==> src/rtl/cpu_pkg.sv <==
// cpu_pkg: shared definitions for the decode-side pipeline control logic.
//   REG_W      - architectural register index width
//   REG_ZERO   - index of the hard-wired zero register (never a hazard source)
//   hz_state_t - hazard controller state
package cpu_pkg;

   localparam int                REG_W    = 5;
   localparam logic [REG_W-1:0]  REG_ZERO = 5'd0;

   typedef enum logic {
      HZ_IDLE,
      HZ_MUL_BUSY
   } hz_state_t;

endpackage

==> src/rtl/hazard_unit_sat_counter.sv <==
// sat_counter: free-running up counter with enable that sticks at all-ones.
//   clk   - rising-edge clock
//   rst   - asynchronous active-low clear
//   en    - count this edge
//   count - current value
module sat_counter #(
   parameter int W = 16
) (
   input  logic         clk,
   input  logic         rst,
   input  logic         en,
   output logic [W-1:0] count
);

   logic [W-1:0] cnt_d, cnt_q;

   always_comb begin
      cnt_d = cnt_q;
      if (en && (cnt_q != {W{1'b1}}))
         cnt_d = cnt_q + {{(W-1){1'b0}}, 1'b1};
   end

   always_ff @(posedge clk or negedge rst) begin
      if (!rst) cnt_q <= '0;
      else      cnt_q <= cnt_d;
   end

   assign count = cnt_q;

endmodule

==> src/rtl/hazard_unit.sv <==
// hazard_unit: stall/flush controller for the IF, IF/ID and ID/EX stages.
//   Inputs : ID source regs + use flags, EX destination / load flag,
//            EX multiply start, EX-resolved taken branch (PC_src).
//   Outputs: PC_hazard   - hold PC
//            data_hazard - hold IF/ID, bubble ID/EX
//            flush_if_id - squash IF/ID
//            flush_id_ex - squash ID/EX
//            mul_busy    - multiply occupying EX (registered)
//            stall_count - saturating count of data_hazard cycles
// Hazard outputs are Mealy: they react to the current inputs in the same
// cycle so the front end can be held with zero detection latency.
module hazard_unit
   import cpu_pkg::*;
#(
   parameter int MUL_LAT = 4,   // total EX cycles of a multiply, >= 2
   parameter int CNT_W   = 16
) (
   input  logic             clk,
   input  logic             rst,
   input  logic             id_valid,
   input  logic [REG_W-1:0] id_rs1,
   input  logic [REG_W-1:0] id_rs2,
   input  logic             id_uses_rs1,
   input  logic             id_uses_rs2,
   input  logic [REG_W-1:0] ex_rd,
   input  logic             ex_mem_read,
   input  logic             ex_mul_start,
   input  logic             PC_src,
   output logic             PC_hazard,
   output logic             data_hazard,
   output logic             flush_if_id,
   output logic             flush_id_ex,
   output logic             mul_busy,
   output logic [CNT_W-1:0] stall_count
);

   localparam int MC_W = $clog2(MUL_LAT) + 1;

   hz_state_t       state_d, state_q;
   logic [MC_W-1:0] mul_cnt_d, mul_cnt_q;

   logic load_use;
   logic ph_c, dh_c, fif_c, fie_c;

   // Load in EX whose result is needed by the instruction in ID; r0 is
   // hard-wired so it can never carry a dependency.
   assign load_use = id_valid & ex_mem_read & (ex_rd != REG_ZERO) &
                     ((id_uses_rs1 & (id_rs1 == ex_rd)) |
                      (id_uses_rs2 & (id_rs2 == ex_rd)));

   always_comb begin
      state_d   = state_q;
      mul_cnt_d = mul_cnt_q;
      ph_c      = 1'b0;
      dh_c      = 1'b0;
      fif_c     = 1'b0;
      fie_c     = 1'b0;
      case (state_q)
         HZ_IDLE: begin
            if (PC_src) begin
               // ID holds a wrong-path instruction, so any load-use match
               // against it is meaningless; squash both younger slots.
               fif_c = 1'b1;
               fie_c = 1'b1;
            end else begin
               if (load_use) begin
                  ph_c  = 1'b1;
                  dh_c  = 1'b1;
                  fie_c = 1'b1;
               end
               if (ex_mul_start) begin
                  state_d   = HZ_MUL_BUSY;
                  mul_cnt_d = MC_W'(MUL_LAT - 1);
               end
            end
         end
         HZ_MUL_BUSY: begin
            // EX keeps the multiply, so no bubble is pushed into ID/EX and
            // branch / new multiply requests cannot originate from EX.
            ph_c      = 1'b1;
            dh_c      = 1'b1;
            mul_cnt_d = mul_cnt_q - MC_W'(1);
            if (mul_cnt_q <= MC_W'(1)) begin
               state_d   = HZ_IDLE;
               mul_cnt_d = '0;
            end
         end
         default: begin
            state_d   = HZ_IDLE;
            mul_cnt_d = '0;
         end
      endcase
   end

   always_ff @(posedge clk or negedge rst) begin
      if (!rst) begin
         state_q   <= HZ_IDLE;
         mul_cnt_q <= '0;
      end else begin
         state_q   <= state_d;
         mul_cnt_q <= mul_cnt_d;
      end
   end

   // Gate with rst so the combinational outputs stay quiet during reset
   // regardless of what the pipeline is presenting.
   assign PC_hazard   = rst & ph_c;
   assign data_hazard = rst & dh_c;
   assign flush_if_id = rst & fif_c;
   assign flush_id_ex = rst & fie_c;
   assign mul_busy    = rst & (state_q == HZ_MUL_BUSY);

   sat_counter #(.W(CNT_W)) u_stall_cnt (
      .clk   (clk),
      .rst   (rst),
      .en    (data_hazard),
      .count (stall_count)
   );

endmodule

==> config.mk <==
export PLATFORM = sky130hd
export DESIGN_NAME = hazard_unit
export DESIGN_NICKNAME = d
export VERILOG_FILES = /design/src/rtl/cpu_pkg.sv /design/src/rtl/hazard_unit_sat_counter.sv /design/src/rtl/hazard_unit.sv
export SDC_FILE = /design/constraint.sdc
export NUM_CORES = 1
export LEC_CHECK = 0
export BUFFER_PORTS_ARGS = -buffer_cell sky130_fd_sc_hd__buf_2
export CAP_MARGIN = 40
export CORE_ASPECT_RATIO = 1.1
export CORE_UTILIZATION = 25
export CTS_BUF_LIST = sky130_fd_sc_hd__clkbuf_8 sky130_fd_sc_hd__clkbuf_16
export CTS_CLUSTER_DIAMETER = 50
export CTS_CLUSTER_SIZE = 25
export DETAILED_ROUTE_END_ITERATION = 8
export GPL_ROUTABILITY_DRIVEN = 1
export PLACE_DENSITY = 0.45
export SLEW_MARGIN = 20
export SYNTH_ARGS = -nofsm -noshare
export SYNTH_HDL_FRONTEND = slang
export SYNTH_SLANG_ARGS = --single-unit
export TNS_END_PERCENT = 50
==> constraint.sdc <==
create_clock -name clk -period 2 [get_ports clk]
set_input_delay 0.1 -clock clk [delete_from_list [all_inputs] [get_ports clk]]
set_output_delay 0.1 -clock clk [all_outputs]
set_load 0.005 [all_outputs]
Word-level counts from Yosys, hierarchy flattened. Index checks and enable logic that the tools add are counted.

Flip-flop bits (word level): 20. Latch bits: 0. Memory bits (writable): 0. Bits in read-only memories: 0. Memories: 0.

Add/sub/neg operators: 2. $mul: 0. Divide/modulo/power cells: 0. Magnitude comparators: 1. Equality and inequality tests: 5. Shift operators: 0. Mux-type cells: 15. Bitwise gates (word level): 11. Reduce and logical (&&, ||, !) cells: 3.

Operator list (number): $add A16 B1 Y16 const B (1); $ne A16 B16 Y1 const B (1); $eq A5 B5 Y1 (2); $and A1 B1 Y1 (9); $mux W1 (9); $mux W3 (3); $pmux W3 S2 (1); $reduce_bool A5 Y1 (1); $ne A2 B2 Y1 const B (2); $pmux W1 S2 (2); $le A3 B1 Y1 const B (1); $sub A3 B1 Y3 const B (1); $reduce_and A2 Y1 (1); $logic_and A1 B1 Y1 (1); $not A1 Y1 (1); $or A1 B1 Y1 (1).

Logic depth before layout (Yosys ltp). Gate-level depths: netlist of run 1.

Word-level depth: 9. Gate-level depth with buffers: 7. Gate-level depth less buffers: 7.

Cells and area by module. A second synthesis of run 1 with hierarchy kept.

Cells, all modules: 121. Area, all modules: 1265.0 um^2.

By module, submodules not included: sat_counter (instances 1, cells an instance 72, area each 859.6 um^2); hazard_unit (instances 1, cells an instance 49, area each 405.4 um^2).

Worst setup path before layout of run 1. OpenSTA, ideal clock, no wires.

Path kind: flip-flop to flip-flop. From: reg u_stall_cnt.cnt_q[0] (netlist: u_stall_cnt.count[0]). To: reg u_stall_cnt.cnt_q[1] (netlist: u_stall_cnt.count[1]). Library setup time: 0.127 ns. Arrival time: 1.764 ns. Setup slack: 0.108 ns. Stages on the path, launching flop included: 6. Buffers on the path: 0. Path through: dfrtp_1 ha_1 nand4_1 nor3_2 or2_2 mux2_1.

Longest elaborated chain between the ends: 2. Elaborated cells on any way between the ends: 3.

Ends and longest elaborated chain: start: declaration (RTL line hazard_unit_sat_counter.sv:15) `logic [W-1:0] cnt_d, cnt_q;`; start signal: assignment (RTL line hazard_unit_sat_counter.sv:25) `else cnt_q <= cnt_d;`; parallel branches: the longest is 2 deep, another holds $add A16 B1 Y16.

Several ways; the timed one is not identified. A chain may end at the register's enable or synchronous reset.

Worst setup path in the final report of run 1.
From: reg u_stall_cnt.cnt_q[8] (netlist: u_stall_cnt.count[8]). To: reg u_stall_cnt.cnt_q[15] (netlist: u_stall_cnt.count[15]).

Same word-level chain as after synthesis.

==> flow_summary.yaml, run 1 <==
global_route:
  grt_max_degree: 21
  track_usage: 0.114
  grt_overflow: 0
  grt_first_pass_wirelength_um: 4330
  first_global_vias: 998
  antenna_found_initial: 0
power:
  power_density_nw_per_um2: 840
  finalPower_mw: 1.31
  ir_worst_vdd_mv: 0.342
  p_leak_nw: 0.791
  power_frac_seq: 0.464
  p_sw_frac: 0.350
  p_sw_mw: 0.456
  p_int_mw: 0.849
  comb_power_share: 0.335
  clockPowerShare: 0.201
status:
  status: "completed"
sta:
  fin_crit_sh: 0.903
  slew_headroom: 0.775
  fmax_mhz: 554
  finalMaxSlewViolations: 0
  fin_tns_setup_ns: 0
  period_needed_ns: 1.81
  skew_ns: 0.00132
  finalSetupViolations: 0
  worstMarginPinSlew_ns: 0.333
  rsz0062_at_grt: "false"
  hold_viol: 0
finish:
  final_cell_mix: "buf_2 (43), dfrtp_1 (20), xor2_1 (13)"
  areaGrowthSynthToFinish_pct: 30.6
  n_antenna_cell: 0
  drive_above_1_share: 0.355
  layout_commonest_cell: "buf_2"
  fin_nets: 197
  fin_util: 0.350
critical_path:
  critical_path_class: "flip-flop to flip-flop"
  cp.required_ns: 2.18
  crit_cells: 6
  critPathLaunchType: "flip-flop"
  cp_max_fo: 5
  crit_arrival_ns: 1.99
  r2r-end: "u_stall_cnt.count[15]$_DFFE_PN0P_"
  regToRegSetupSlack_ns: 0.19
  cp_top_family: "simple AND/OR/NAND/NOR gates"
  cp_cell_sequence: "and4_1, nand3_1, nor2_1, a211o_1, nor4b_1, xor2_1"
  critPathCaptureType: "flip-flop"
  crit_path_top_delay_cell: "dfrtp_1"
  crit_path_max_incr_delay_ns: 0.43
  r2r_cells: 6
  crit_buf_inv: 0
  r2r-start: "u_stall_cnt.count[8]$_DFFE_PN0P_"
synthesis:
  yosysSeqAreaShare: 0.421
  synthCells: 118
  synthFlopType: "dfrtp_1"
  ys_ff_latch: 20
  yosysUniqueCellTypes: 35
  syn_avg_cell_area_sq_um: 10.1
  synth-edff-count: 0
  synth_nets: 144
  yosysWarnings: 0
  synth.cell_area_sq_um: 1190
  asyncSetResetFlopFracSynth: 1.00
clock_network:
  path_clk_slew_ns: 0.07
  cts-htree-levels: 1
  cts_buffers: 3
  clock-sinks: 20
  clockBufferDepth: 2
  cts_tree: "done"
  cts_root_buf: "clkbuf_8"
  worstSkewPairLatency_ns: 0.25
  cts.repair.resized: 0
die:
  row_count: 25
  die_area_sq_um: 5040
  die_y_um: 74.4
  core_sq_um: 4440
  ios: 44
  start_util: 0.268
  fp.dieW_um: 67.8
detailed_routing:
  drt_first_pass_iters: 4
  drtIter0Drc: 16
  vias: 1063
  drc: 0
  drt-wirelength-per-cell_um: 12.2
  ant_nets: 0
  vias_per_cell: 4.77
  routed_wirelength_um: 2720
placed_design:
  gp_congestion: 0.719
  io_buffers: 43
  dp_hpwl_um: 2140
hold_path:
  hold_start: "ex_mul_start"
  hold_path_depth: 3
  min_delay_worst_endpoint: "state_q$_DFF_PN0_"
  hold_class: "primary input to flip-flop"
flow_run:
  cap_violations: 0
-- metal layers --
metal / GRT usage / wire (um)
met4: 0.0509 / 45
met5: 0 / 0
met2: 0.188 / 1240
met3: 0.0276 / 203
met1: 0.140 / 1230
-- registers in the layout (all words and copies together) (netlist names) --
register,count
mul_cnt_q,3
state_q,1
u_stall_cnt.count,16
-- worst min-delay path: cells and delay by family --
family	cells	cell delay (ns)
buffers and inverters	1	0.10
AND/OR/NAND/NOR	1	0.08
AO/OA/AOI/OAI	1	0.08
-- power by group through the flow --
stage                     clock [mW]  sequential (mW)  combinational [mW]
after floorplan                    0            0.579               0.289
after detailed placement           0            0.609               0.438
final                          0.263            0.605               0.438
after global routing           0.291            0.626               0.503
after global placement             0            0.605               0.431
after CTS                      0.273            0.606               0.447
-- Yosys cell counts (2+ instances only) --
cell,instances,share of area
a21oi_1,2,0.0084
dfrtp_1,20,0.42
ha_1,3,0.032
inv_1,4,0.013
nand2_1,10,0.032
nand3_1,8,0.034
nand4_1,4,0.021
nor2_1,4,0.013
nor3_1,6,0.025
nor3_2,2,0.017
nor3b_1,3,0.019
nor4_1,3,0.016
o21ai_0,3,0.013
o22ai_1,3,0.016
xnor2_1,11,0.081
xor2_1,13,0.096
-- cell families (layout without fill, tap and decap cells) --
group,Yosys count,in the layout,synth area share
AO/OA/AOI/OAI,11,11,0.0684
XOR/XNOR,24,24,0.177
adder cells (fa/ha/maj),3,3,0.0315
buffers and inverters,7,58,0.0315
flip-flops,20,20,0.421
multiplexers,3,3,0.0305
AND/OR/NAND/NOR,50,50,0.241
-- layout make-up --
cell class | instances | area [sq um]
Clock buffer | 3 | 41.3
Tap cell | 54 | 67.6
Multi-Input combinational cell | 91 | 652
Sequential cell | 20 | 500
Timing Repair Buffer | 51 | 278
Inverter | 4 | 15.0
Fill cell | 480 | 2890
-- repair_timing --
action | in CTS | in global routing
buffers inserted | 0 | 0
endpoints found under the hold margin | 20 | 0
hold buffers | 1 | 0
-- how the worst max path moves through the flow --
stage	from	to
after detailed placement	ex_rd[1]	u_stall_cnt.count[1]$_DFFE_PN0P_
final	u_stall_cnt.count[8]$_DFFE_PN0P_	u_stall_cnt.count[15]$_DFFE_PN0P_
after floorplan	u_stall_cnt.count[0]$_DFFE_PN0P_	u_stall_cnt.count[1]$_DFFE_PN0P_
after global placement	ex_rd[1]	u_stall_cnt.count[1]$_DFFE_PN0P_
after global routing	u_stall_cnt.count[8]$_DFFE_PN0P_	u_stall_cnt.count[15]$_DFFE_PN0P_
after CTS	u_stall_cnt.count[8]$_DFFE_PN0P_	u_stall_cnt.count[15]$_DFFE_PN0P_
-- through the flow --
step | instances | hold WS, ns | cell area (sq um) | setup slack, ns
global placement | 219 | 0.141 | 1500 | 0.125
CTS | 223 | 0.145 | 1550 | 0.195
finish | 223 | 0.150 | 1550 | 0.193
detailed placement | 219 | 0.142 | 1500 | 0.0786
global route | 223 | 0.194 | 1550 | 0.0240
floorplan | 118 | -0.196 | 1190 | 0.108
Power figures use the tool's default switching activity.
==> run 2: changes to the inputs <==
- CORE_MARGIN: not set -> 2
==> run 2 against run 1 <==
Register-to-register slack gained 0.03 ns. Fmax grew 1.7%. Non-clock buffer count grew 1. Largest power group unchanged. Clock power grew 17%. Hold slack lost 0.0097 ns. Critical path depth shrank 1. Combinational power grew 5.5%. Highest routed layer unchanged. Clock-buffer cell count grew 1. Routed wire length grew 6.3%. First-iteration DRC count grew 110%. Sequential power shrank 3%.
==> flow_summary.yaml, run 2 (synthesis results as in run 1) <==
power:
  ir_worst_vdd_mv: 0.458
  clockPowerShare: 0.226
  power_density_nw_per_um2: 857
  p_sw_mw: 0.465
  comb_power_share: 0.340
  power_frac_seq: 0.434
  p_sw_frac: 0.343
  p_leak_nw: 0.801
  p_int_mw: 0.892
sta:
  holdWs_ns: 0.141
  fin_tns_setup_ns: 0
  period_needed_ns: 1.78
  hold_viol: 0
  rsz0062_at_grt: "false"
  fmax_mhz: 563
  worstMarginPinSlew_ns: 0.314
  skew_ns: 0.00300
  slew_headroom: 0.788
  finalMaxSlewViolations: 0
  finalSetupViolations: 0
  fin_crit_sh: 0.888
hold_path:
  hold_class: "primary input to flip-flop"
  hold_start: "ex_mul_start"
finish:
  drive_above_1_share: 0.368
  largest_reg_flops: 16
  final_cell_mix: "buf_2 (43), dfrtp_1 (20), xor2_1 (13)"
  fin_nets: 198
  n_antenna_cell: 0
  layout_commonest_cell: "buf_2"
  areaGrowthSynthToFinish_pct: 33.1
global_route:
  grt_first_pass_wirelength_um: 5010
  first_global_vias: 1049
  antenna_found_initial: 0
  track_usage: 0.116
  grt_overflow: 0
  grt_max_degree: 17
critical_path:
  cp_max_fo: 6
  r2r-start: "u_stall_cnt.count[1]$_DFFE_PN0P_"
  cp.required_ns: 2.14
  crit_start: "u_stall_cnt.count[1]$_DFFE_PN0P_"
  critPathLaunchType: "flip-flop"
  critical_path_class: "flip-flop to flip-flop"
  critPathCaptureType: "flip-flop"
  crit_arrival_ns: 1.92
clock_network:
  cts-htree-levels: 1
  path_clk_slew_ns: 0.07
  worstSkewPairLatency_ns: 0.26
  cts_tree: "done"
  cts_buffers: 3
  clock-sinks: 20
  cts_root_buf: "clkbuf_8"
  post_cts_buffers: 0
  clockBufferDepth: 2
detailed_routing:
  drt-wirelength-per-cell_um: 12.7
  vias_per_cell: 4.65
  ant_nets: 0
  vias: 1055
  drt_first_pass_iters: 4
  routed_wirelength_um: 2890
  drc: 0
  drtIter0Drc: 34
placed_design:
  io_buffers: 43
  gp_congestion: 0.900
  dp_hpwl_um: 2290
die:
  row_count: 26
  die_area_sq_um: 5330
  start_util: 0.258
  ios: 44
  core_sq_um: 4620
  die_y_um: 76.4
  fp.dieW_um: 69.8
flow_run:
  cap_violations: 0
status:
  status: "completed"
[run 2: cell count changes in the layout (fill, tap and decap cells not counted), sizes merged]
| cell | delta |
|---|---|
| clkbuf | +1 |
| buf | +1 |
[run 2: worst max-delay path, stage by stage (launching register included)]
cell	delay [ns]
dfrtp_1	0.42
ha_1	0.31
nand4_1	0.18
nor3_2	0.26
or2_2	0.17
mux2_1	0.32
[run 2: stage by stage]
stage	instances	utilization	instance area, sq um	worst slack (ns)	power [mW]
4_1_cts	227	0.342	1580	0.180	1.38
2_1_floorplan	118	-	1190	0.108	0.868
3_5_place_dp	222	0.327	1510	0.0939	1.06
6_report	227	0.343	1580	0.224	1.36
3_3_place_gp	222	0.327	1510	0.139	1.04
5_1_grt	227	0.343	1580	0.0658	1.47
[run 2: layer usage]
layer,global-route usage,share of wire
met1,0.157,0.48
met2,0.180,0.44
met3,0.0225,0.065
met4,0.0519,0.017
met5,0,0
[run 2: power groups by stage]
stage          Combinational [mW]  Clock (mW)  Sequential (mW)
6_report                    0.462       0.307            0.588
5_1_grt                     0.530       0.340            0.605
4_1_cts                     0.471       0.322            0.588
3_5_place_dp                0.464           0            0.596
3_3_place_gp                0.445           0            0.593
2_1_floorplan               0.289           0            0.579
[run 2: final timing paths]
kind                                                      to  slack [ns]  cells after the start
setup reg to reg            u_stall_cnt.count[1]$_DFFE_PN0P_        0.22                      5
hold reg to reg            u_stall_cnt.count[10]$_DFFE_PN0P_        0.49                      1
hold / removal                             state_q$_DFF_PN0_        0.14                      3
max in group asynchronous   u_stall_cnt.count[0]$_DFFE_PN0P_        1.33                      3
min in group asynchronous                  state_q$_DFF_PN0_        0.22                      2
setup / recovery            u_stall_cnt.count[1]$_DFFE_PN0P_        0.22                      5
[run 2: layout make-up]
class	instances	area [sq um]
timing repair buffer	52	285
inverter	4	15.0
tap	56	70.1
fill	493	3040
clock buffer	4	55.1
multi-input combinational	91	658
sequential	20	500
[run 2: what timing repair did]
action                                  4_1_cts  5_1_grt
endpoints found under the hold margin        20        0
endpoints found under the setup margin        0        1
resized for setup                             0        1
hold buffers                                  1        0
==> run 3: changes to the inputs <==
- CELL_PAD_IN_SITES_DETAIL_PLACEMENT: not set -> 1
- CELL_PAD_IN_SITES_GLOBAL_PLACEMENT: not set -> 1
- PLACE_DENSITY: 0.45 -> 0.57
==> run 3 against run 2 <==
Combinational power grew 6.3%. Utilization rose by 0.35 points. Routed wire length up 12%. Register-to-register slack hardly changed. Sequential power decreased by 0.9%.
==> flow_summary.yaml, run 3 (synthesis results as in run 1) <==
finish:
  n_antenna_cell: 0
  final_cell_mix: "buf_2 (43), dfrtp_1 (20), xor2_1 (13)"
  largest_reg_flops: 16
  final_cell_area_sq_um: 1600
  areaGrowthSynthToFinish_pct: 34.5
  fin_cells: 227
  fin_nets: 198
  layout_commonest_cell: "buf_2"
  drive_above_1_share: 0.368
die:
  core_sq_um: 4620
  row_count: 26
  fp.dieW_um: 69.8
  ios: 44
  start_util: 0.258
  die_y_um: 76.4
  die_area_sq_um: 5330
global_route:
  grt_overflow: 0
  track_usage: 0.127
  grt_first_pass_wirelength_um: 5540
  first_global_vias: 1195
  antenna_found_initial: 0
  grt_max_degree: 16
critical_path:
  regToRegSetupSlack_ns: 0.21
  cp_max_fo: 10
  critical_path_class: "primary input to primary output"
  critPathLaunchType: "primary input"
  r2r-start: "u_stall_cnt.count[8]$_DFFE_PN0P_"
  cp.required_ns: 1.90
  r2r-end: "u_stall_cnt.count[11]$_DFFE_PN0P_"
  crit_start: "ex_rd[1]"
  r2r_cells: 6
  crit_arrival_ns: 1.69
  critPathCaptureType: "primary output"
detailed_routing:
  routed_wirelength_um: 3250
  drc: 0
  ant_nets: 0
  drt_first_pass_iters: 4
  vias: 1086
  drt-wirelength-per-cell_um: 14.3
  drtIter0Drc: 8
  vias_per_cell: 4.78
clock_network:
  path_clk_slew_ns: 0.07
  cts_tree: "done"
  worstSkewPairLatency_ns: 0.26
  cts_buffers: 3
  cts_root_buf: "clkbuf_8"
  clock-sinks: 20
  clockBufferDepth: 2
  cts-htree-levels: 1
  post_cts_buffers: 0
hold_path:
  hold_path_depth: 3
  min_delay_worst_endpoint: "state_q$_DFF_PN0_"
  hold_start: "ex_mul_start"
  hold_class: "primary input to flip-flop"
sta:
  fin_ws_ns: 0.212
  finalMaxSlewViolations: 0
  fmax_mhz: 559
  rsz0062_at_grt: "false"
  fin_crit_sh: 0.894
  worstMarginPinSlew_ns: 0.358
  slew_headroom: 0.759
  holdWs_ns: 0.143
  skew_ns: 0.00729
  fin_tns_setup_ns: 0
  period_needed_ns: 1.79
  finalSetupViolations: 0
  hold_viol: 0
placed_design:
  place_ws_ns: 0.0561
  io_buffers: 43
  gp_congestion: 0.859
  place_area_sq_um: 1510
  dp_hpwl_um: 2620
  place_inst: 222
flow_run:
  cap_violations: 0
power:
  p_leak_nw: 0.808
  power_density_nw_per_um2: 923
  ir_worst_vdd_mv: 0.283
status:
  status: "completed"
[run 3: cell count changes in the layout (fill, tap and decap cells not counted), sizes merged]
cell    before  now
bufinv       0    1
clkbuf       4    3
[run 3: stage by stage]
stage,power (mW),utilization
finish,1.48,0.346
global route,1.59,0.346
CTS,1.51,0.345
detailed placement,1.09,0.327
global placement,1.05,0.327
floorplan,0.868,-
[run 3: how the worst max path moves through the flow]
stage | endpoint | slack, ns | cells past startpoint
after detailed placement | u_stall_cnt.count[8]$_DFFE_PN0P_ | 0.06 | 8
after global routing | u_stall_cnt.count[11]$_DFFE_PN0P_ | 0.02 | 6
after global placement | u_stall_cnt.count[1]$_DFFE_PN0P_ | 0.14 | 7
final | data_hazard | 0.21 | 8
after CTS | u_stall_cnt.count[15]$_DFFE_PN0P_ | 0.12 | 6
after floorplan | u_stall_cnt.count[1]$_DFFE_PN0P_ | 0.11 | 5
[run 3: report_power, final]
part / internal, mW / switching, mW / leakage (nW) / total (mW)
registers: 0.493 / 0.0902 / 0.264 / 0.583
logic: 0.237 / 0.254 / 0.509 / 0.491
clock network: 0.267 / 0.136 / 0.0357 / 0.403
[run 3: what timing repair did]
action                     CTS  global route
hold endpoints to repair    20             0
setup endpoints to repair    0             1
resized for setup            0             1
hold buffers                 1             0
[run 3: worst max-delay path, stage by stage]
cell      delay [ns]
buf_2           0.13
or4_1           0.53
o211ai_2        0.19
nor3b_2         0.09
a21oi_4         0.25
buf_4           0.22
inv_1           0.06
buf_2           0.12
[run 3: metal layers]
layer | vias to the layer above | track usage | part of all wire
li1 | 518 | - | -
met1 | 537 | 0.151 | 0.42
met2 | 29 | 0.230 | 0.52
met3 | 2 | 0.0212 | 0.052
met4 | 0 | 0.0404 | 0.0077
met5 | - | 0 | 0
[run 3: area by class of cell]
cell class | count | area, sq um
tap | 56 | 70.1
multi-input combinational | 91 | 658
timing repair buffer | 52 | 285
sequential | 20 | 500
clock buffer | 3 | 41.3
fill | 557 | 3020
inverter | 4 | 15.0
clock inverter | 1 | 30.0
